[src/rtl/alu_seq_pkg.sv]
// Shared types for the ALU command sequencer: ALU opcodes, command ops, FSM states.
package alu_seq_pkg;

   // Opcodes understood by the attached combinational ALU
   localparam logic [1:0] ALU_ADD = 2'b00;
   localparam logic [1:0] ALU_SUB = 2'b01;
   localparam logic [1:0] ALU_AND = 2'b10;
   localparam logic [1:0] ALU_OR  = 2'b11;

   // Command opcodes accepted on the command channel
   typedef enum logic [2:0] {
      CMD_ADD  = 3'b000,
      CMD_SUB  = 3'b001,
      CMD_AND  = 3'b010,
      CMD_OR   = 3'b011,
      CMD_MUL  = 3'b100,
      CMD_EQ   = 3'b101,
      CMD_RSV0 = 3'b110,
      CMD_RSV1 = 3'b111
   } cmd_op_e;

   // Sequencer states
   typedef enum logic [1:0] {
      ST_IDLE     = 2'b00,
      ST_EXEC     = 2'b01,
      ST_MUL_LOOP = 2'b10,
      ST_RESP     = 2'b11
   } seq_state_e;

endpackage : alu_seq_pkg

[src/rtl/alu_cmd_sequencer.sv]
// Initiator for an external combinational ALU. Accepts commands over valid/ready,
// drives registered operands/opcode to the ALU, and returns the captured result
// over a valid/ready response channel. MUL is done by repeated ADD, EQ via SUB.
module alu_cmd_sequencer
   import alu_seq_pkg::*;
#(
   parameter int DATA_WIDTH = 5
) (
   input  logic                  clk,
   input  logic                  rst_n,
   input  logic                  cmd_valid,
   output logic                  cmd_ready,
   input  logic [2:0]            cmd_op,
   input  logic [DATA_WIDTH-1:0] cmd_a,
   input  logic [DATA_WIDTH-1:0] cmd_b,
   output logic                  rsp_valid,
   input  logic                  rsp_ready,
   output logic [DATA_WIDTH-1:0] rsp_result,
   output logic                  rsp_zero,
   output logic                  rsp_err,
   output logic [DATA_WIDTH-1:0] alu_data_rs1,
   output logic [DATA_WIDTH-1:0] alu_source_2,
   output logic [1:0]            alu_inst,
   input  logic [DATA_WIDTH-1:0] alu_result,
   input  logic                  alu_zero
);

   localparam logic [DATA_WIDTH-1:0] ZERO_W = {DATA_WIDTH{1'b0}};
   localparam logic [DATA_WIDTH-1:0] ONE_W  = {{(DATA_WIDTH-1){1'b0}}, 1'b1};

   seq_state_e            state_q;
   // The rs1 register doubles as the MUL accumulator: each loop pass feeds the
   // running sum straight back into operand 1.
   logic [DATA_WIDTH-1:0] acc_q;
   logic [DATA_WIDTH-1:0] src2_q;
   logic [1:0]            inst_q;
   logic [DATA_WIDTH-1:0] cnt_q;
   logic                  err_q;
   logic                  is_eq_q;
   logic                  rsp_valid_q;
   logic [DATA_WIDTH-1:0] rsp_result_q;
   logic                  rsp_zero_q;
   logic                  rsp_err_q;

   assign cmd_ready    = (state_q == ST_IDLE);
   assign rsp_valid    = rsp_valid_q;
   assign rsp_result   = rsp_result_q;
   assign rsp_zero     = rsp_zero_q;
   assign rsp_err      = rsp_err_q;
   assign alu_data_rs1 = acc_q;
   assign alu_source_2 = src2_q;
   assign alu_inst     = inst_q;

   // Sequencer FSM: command decode, ALU drive, MUL loop and response handshake
   always_ff @(posedge clk or negedge rst_n) begin
      if (!rst_n) begin
         state_q      <= ST_IDLE;
         acc_q        <= ZERO_W;
         src2_q       <= ZERO_W;
         inst_q       <= ALU_ADD;
         cnt_q        <= ZERO_W;
         err_q        <= 1'b0;
         is_eq_q      <= 1'b0;
         rsp_valid_q  <= 1'b0;
         rsp_result_q <= ZERO_W;
         rsp_zero_q   <= 1'b0;
         rsp_err_q    <= 1'b0;
      end else begin
         case (state_q)
            ST_IDLE: begin
               if (cmd_valid) begin
                  err_q   <= 1'b0;
                  is_eq_q <= 1'b0;
                  case (cmd_op_e'(cmd_op))
                     CMD_ADD, CMD_SUB, CMD_AND, CMD_OR: begin
                        acc_q   <= cmd_a;
                        src2_q  <= cmd_b;
                        inst_q  <= cmd_op[1:0];
                        state_q <= ST_EXEC;
                     end
                     CMD_EQ: begin
                        // Equality is a subtraction judged by the zero flag
                        acc_q   <= cmd_a;
                        src2_q  <= cmd_b;
                        inst_q  <= ALU_SUB;
                        is_eq_q <= 1'b1;
                        state_q <= ST_EXEC;
                     end
                     CMD_MUL: begin
                        if (cmd_b == ZERO_W) begin
                           // Nothing to accumulate: a AND 0 yields 0 in one pass
                           acc_q   <= cmd_a;
                           src2_q  <= ZERO_W;
                           inst_q  <= ALU_AND;
                           state_q <= ST_EXEC;
                        end else begin
                           acc_q   <= ZERO_W;
                           src2_q  <= cmd_a;
                           inst_q  <= ALU_ADD;
                           cnt_q   <= cmd_b;
                           state_q <= ST_MUL_LOOP;
                        end
                     end
                     default: begin
                        // Reserved op: harmless AND 0,0 and flag the error
                        acc_q   <= ZERO_W;
                        src2_q  <= ZERO_W;
                        inst_q  <= ALU_AND;
                        err_q   <= 1'b1;
                        state_q <= ST_EXEC;
                     end
                  endcase
               end else begin
                  state_q <= ST_IDLE;
               end
            end
            ST_EXEC: begin
               if (is_eq_q) begin
                  rsp_result_q <= {{(DATA_WIDTH-1){1'b0}}, alu_zero};
                  rsp_zero_q   <= ~alu_zero;
               end else begin
                  rsp_result_q <= alu_result;
                  rsp_zero_q   <= alu_zero;
               end
               rsp_err_q   <= err_q;
               rsp_valid_q <= 1'b1;
               state_q     <= ST_RESP;
            end
            ST_MUL_LOOP: begin
               acc_q <= alu_result;
               cnt_q <= cnt_q - ONE_W;
               if (cnt_q == ONE_W) begin
                  rsp_result_q <= alu_result;
                  rsp_zero_q   <= alu_zero;
                  rsp_err_q    <= 1'b0;
                  rsp_valid_q  <= 1'b1;
                  state_q      <= ST_RESP;
               end else begin
                  state_q <= ST_MUL_LOOP;
               end
            end
            ST_RESP: begin
               if (rsp_ready) begin
                  // Result and zero flag stay visible after the handshake
                  rsp_valid_q <= 1'b0;
                  rsp_err_q   <= 1'b0;
                  state_q     <= ST_IDLE;
               end else begin
                  state_q <= ST_RESP;
               end
            end
            default: begin
               state_q <= ST_IDLE;
            end
         endcase
      end
   end

endmodule : alu_cmd_sequencer
[config.mk]
export PLATFORM = sky130hd
export DESIGN_NAME = alu_cmd_sequencer
export DESIGN_NICKNAME = d
export VERILOG_FILES = /design/src/rtl/alu_seq_pkg.sv /design/src/rtl/alu_cmd_sequencer.sv
export SDC_FILE = /design/constraint.sdc
export NUM_CORES = 1
export LEC_CHECK = 0
export ABC_AREA = 1
export ABC_CLOCK_PERIOD_IN_PS = 3800
export BUFFER_PORTS_ARGS = -buffer_cell sky130_fd_sc_hd__buf_4
export CORE_MARGIN = 1.5
export CORE_UTILIZATION = 45
export CTS_BUF_LIST = sky130_fd_sc_hd__clkbuf_8
export DETAILED_ROUTE_END_ITERATION = 8
export GPL_TIMING_DRIVEN = 0
export PLACE_DENSITY = 0.71
export SYNTH_ARGS = -nofsm -noshare
export SYNTH_HDL_FRONTEND = slang
export SYNTH_SLANG_ARGS = --single-unit
[constraint.sdc]
create_clock -name clk -period 3.8 [get_ports clk]
set_input_delay 0.76 -clock clk [delete_from_list [all_inputs] [get_ports clk]]
set_output_delay 0.76 -clock clk [all_outputs]
set_load 0.02 [all_outputs]
==> results.toml <==
[floorplanning]
start_util_pct = 46.6
die_x_microns = 61.6
fp-row-count = 21
die_height_microns = 61.6
die_area_sq_mm = 0.00379
coreArea_sq_mm = 0.00331
io_pins = 44

[final_layout]
drive_gt1_share_pct = 25.0
mostFrequentLayoutCells = "nand2_1 (89), buf_4 (44), dfrtp_1 (29)"
fillers = 313
area_growth_pct = 30.0
final_nets = 280
final_common_cell = "nand2_1"
finish.utilization_pct = 60.6
diodes = 0
finalNonFillerCells = 302

[worst_setup_path]
cp-start-kind = "flip-flop"
end_kind = "primary output"
r2r_cells = 6
required_ns = 3.04
cp_max_fo = 5
slowest_delay_ns = 0.49
r2r_end = "rsp_result[4]$_DFFE_PN0P_"
cpMaxStageDelayCell = "dfrtp_1"
path_cells = "nor2_4 -> buf_4"
arrival_ns = 1.11
r2r_start = "state_q[0]$_DFF_PN0_"
reg2reg_slack_ns = 2.37
critical_path_class = "reg -> out"

[synthesis]
synth_cell_types = 22
synthCells = 205
synth_warnings = 0
ys_ff_latch = 29
syn_nets = 230
yosysSeqAreaShare_pct = 47.0
netlist_area_sq_mm = 0.00154
syn_avg_cell_area_sq_um = 7.53

[global_routing]
grt_first_pass_wirelength_microns = 5560
grt_max_degree = 30
grt_overflow_total = 0
grt_pass1_vias = 1268
antenna_found_initial = 0
grt_util_all_layers_pct = 20.6

[clocking]
cts_buffers = 5
post_cts_resized = 0
root_buffer = "clkbuf_8"
ctsHtreeMaxLevel = 2
clkTransAtPathRegs_ns = 0.06
ctsHoldBuffers = 0
cts_tree = "yes"
clockBufferDepth = 2
post-cts-setup-buffers = 0
cts_sinks = 29
clkLatencyLatePin_ns = 0.28

[pwr]
irDropWorstVdd_mv = 0.428
seqPwrFrac_pct = 33.6
leakage_nw = 1.10
power.density_mw_per_mm2 = 830
clkPwrFrac_pct = 14.9
p_int_mw = 0.923
switching_power_mw = 0.741
comb_power_share_pct = 51.6
swShare_pct = 44.5

[routing]
vias = 1417
routed_wl_microns = 3460
drtPass1Iterations = 4
vias_per_cell = 4.69
wl_per_cell_microns = 11.4
drc = 0
antenna_left = 0
drt_iter0_drc = 82

[sta]
clock.fmax_mhz = 534
finalSetupViolations = 0
worst_pin_slew_ns = 0.626
tns_ns = 0
rsz0062_at_grt = "false"
hold_violations = 0
timing.final.crit_share_pct = 49.3
slew_headroom_pct = 57.8
drv_slew = 0
fin_skew_ns = 0.00342
fin_crit_ns = 1.87

[placement]
numPlacedInstances = 294
place_hpwl_microns = 2550
place.gp.congestion = 0.804
port_buffers = 43

[job]
max_cap_violations = 0

[min_path]
min_path_type = "in -> async"

[status]
status = "finished, final reports clean"
-- worst max path at each step --
stage                                    start                     endpoint  cells past startpoint
after global routing      state_q[0]$_DFF_PN0_                    cmd_ready                      2
after floorplan                      cmd_op[1]         cnt_q[3]$_DFFE_PN0P_                      8
final                     state_q[0]$_DFF_PN0_                    cmd_ready                      2
after detailed placement             cmd_op[1]  alu_data_rs1[4]$_DFFE_PN0P_                      4
after CTS                 state_q[0]$_DFF_PN0_                    cmd_ready                      2
after global placement               cmd_op[1]  alu_data_rs1[2]$_DFFE_PN0P_                      4
-- cells by family (layout without fill, tap and decap cells) --
group | Yosys count | after routing | share of synthesized area [%]
adders and majority gates | 2 | 2 | 1.62
buffers and inverters | 19 | 70 | 5.43
and+or+nand+nor | 134 | 134 | 37.5
DFF | 29 | 29 | 47.0
AOI/OAI and AO/OA | 21 | 21 | 8.44
-- metal layers --
metal	track usage [%]	wire, microns	part of all wire [%]	vias up
met4	9.73	52	1.5	0
li1	-	-	-	755
met1	28.0	1690	49	627
met5	0	0	0	-
met2	30.1	1560	45	31
met3	6.09	147	4.3	4
-- power groups by stage --
stage / combinational [mW] / clock, mW / sequential [mW]
6_report: 0.858 / 0.247 / 0.558
5_1_grt: 0.966 / 0.263 / 0.581
4_1_cts: 0.867 / 0.252 / 0.559
3_5_place_dp: 0.864 / 0 / 0.564
3_3_place_gp: 0.855 / 0 / 0.563
2_1_floorplan: 0.452 / 0 / 0.678
-- sequential cells by signal, summed over array words and instances (netlist names) --
signal	count
rsp_result	5
alu_source_2	5
rsp_valid	1
cnt_q	5
alu_inst	2
rsp_zero	1
state_q	2
err_q	1
is_eq_q	1
rsp_err	1
alu_data_rs1	5
-- cells in the mapped netlist --
cell	count	share of area, %
a21oi_1	2	0.65
nor2_8	1	1.3
o22ai_1	1	0.41
buf_2	1	0.32
nor2_4	2	1.5
o21ai_4	1	1.1
dfrtp_1	29	47
nand3_1	22	7.1
o21ai_0	12	3.9
nand3b_1	2	0.97
nand2_2	3	1.2
inv_6	1	0.57
a21boi_0	4	1.9
o21a_1	1	0.49
nor2_1	14	3.4
nor3_1	1	0.32
nand2_1	89	22
buf_4	1	0.49
inv_2	3	0.73
ha_1	2	1.6
inv_1	12	2.9
inv_4	1	0.41
-- stage by stage --
stage / total power, mW / cell area, sq um / hold WS, ns / setup WS, ns
floorplan: 1.13 / 1540 / 0.464 / 2.22
global placement: 1.42 / 1920 / 0.456 / 1.88
detailed placement: 1.43 / 1920 / 0.460 / 1.89
CTS: 1.68 / 2010 / 0.402 / 1.91
global route: 1.81 / 2010 / 0.417 / 1.85
finish: 1.66 / 2010 / 0.392 / 1.93
-- final cells by class --
class	instances	area, sq um	share of cell area, %
tap	46	57.6	2.87
buffer	2	12.5	0.624
clock buffer	5	68.8	3.43
clock inverter	3	13.8	0.686
sequential	29	726	36.2
inverter	17	71.3	3.56
timing repair buffer	43	323	16.1
multi-input combinational	157	733	36.6
-- critical path, delay by kind of cell (launching register included) --
kind / cells / cell delay [ns]
flip-flops: 1 / 0.49
buffers and inverters: 1 / 0.17
AND/OR/NAND/NOR: 1 / 0.18
Note: power is estimated with default switching activity, not from simulation.
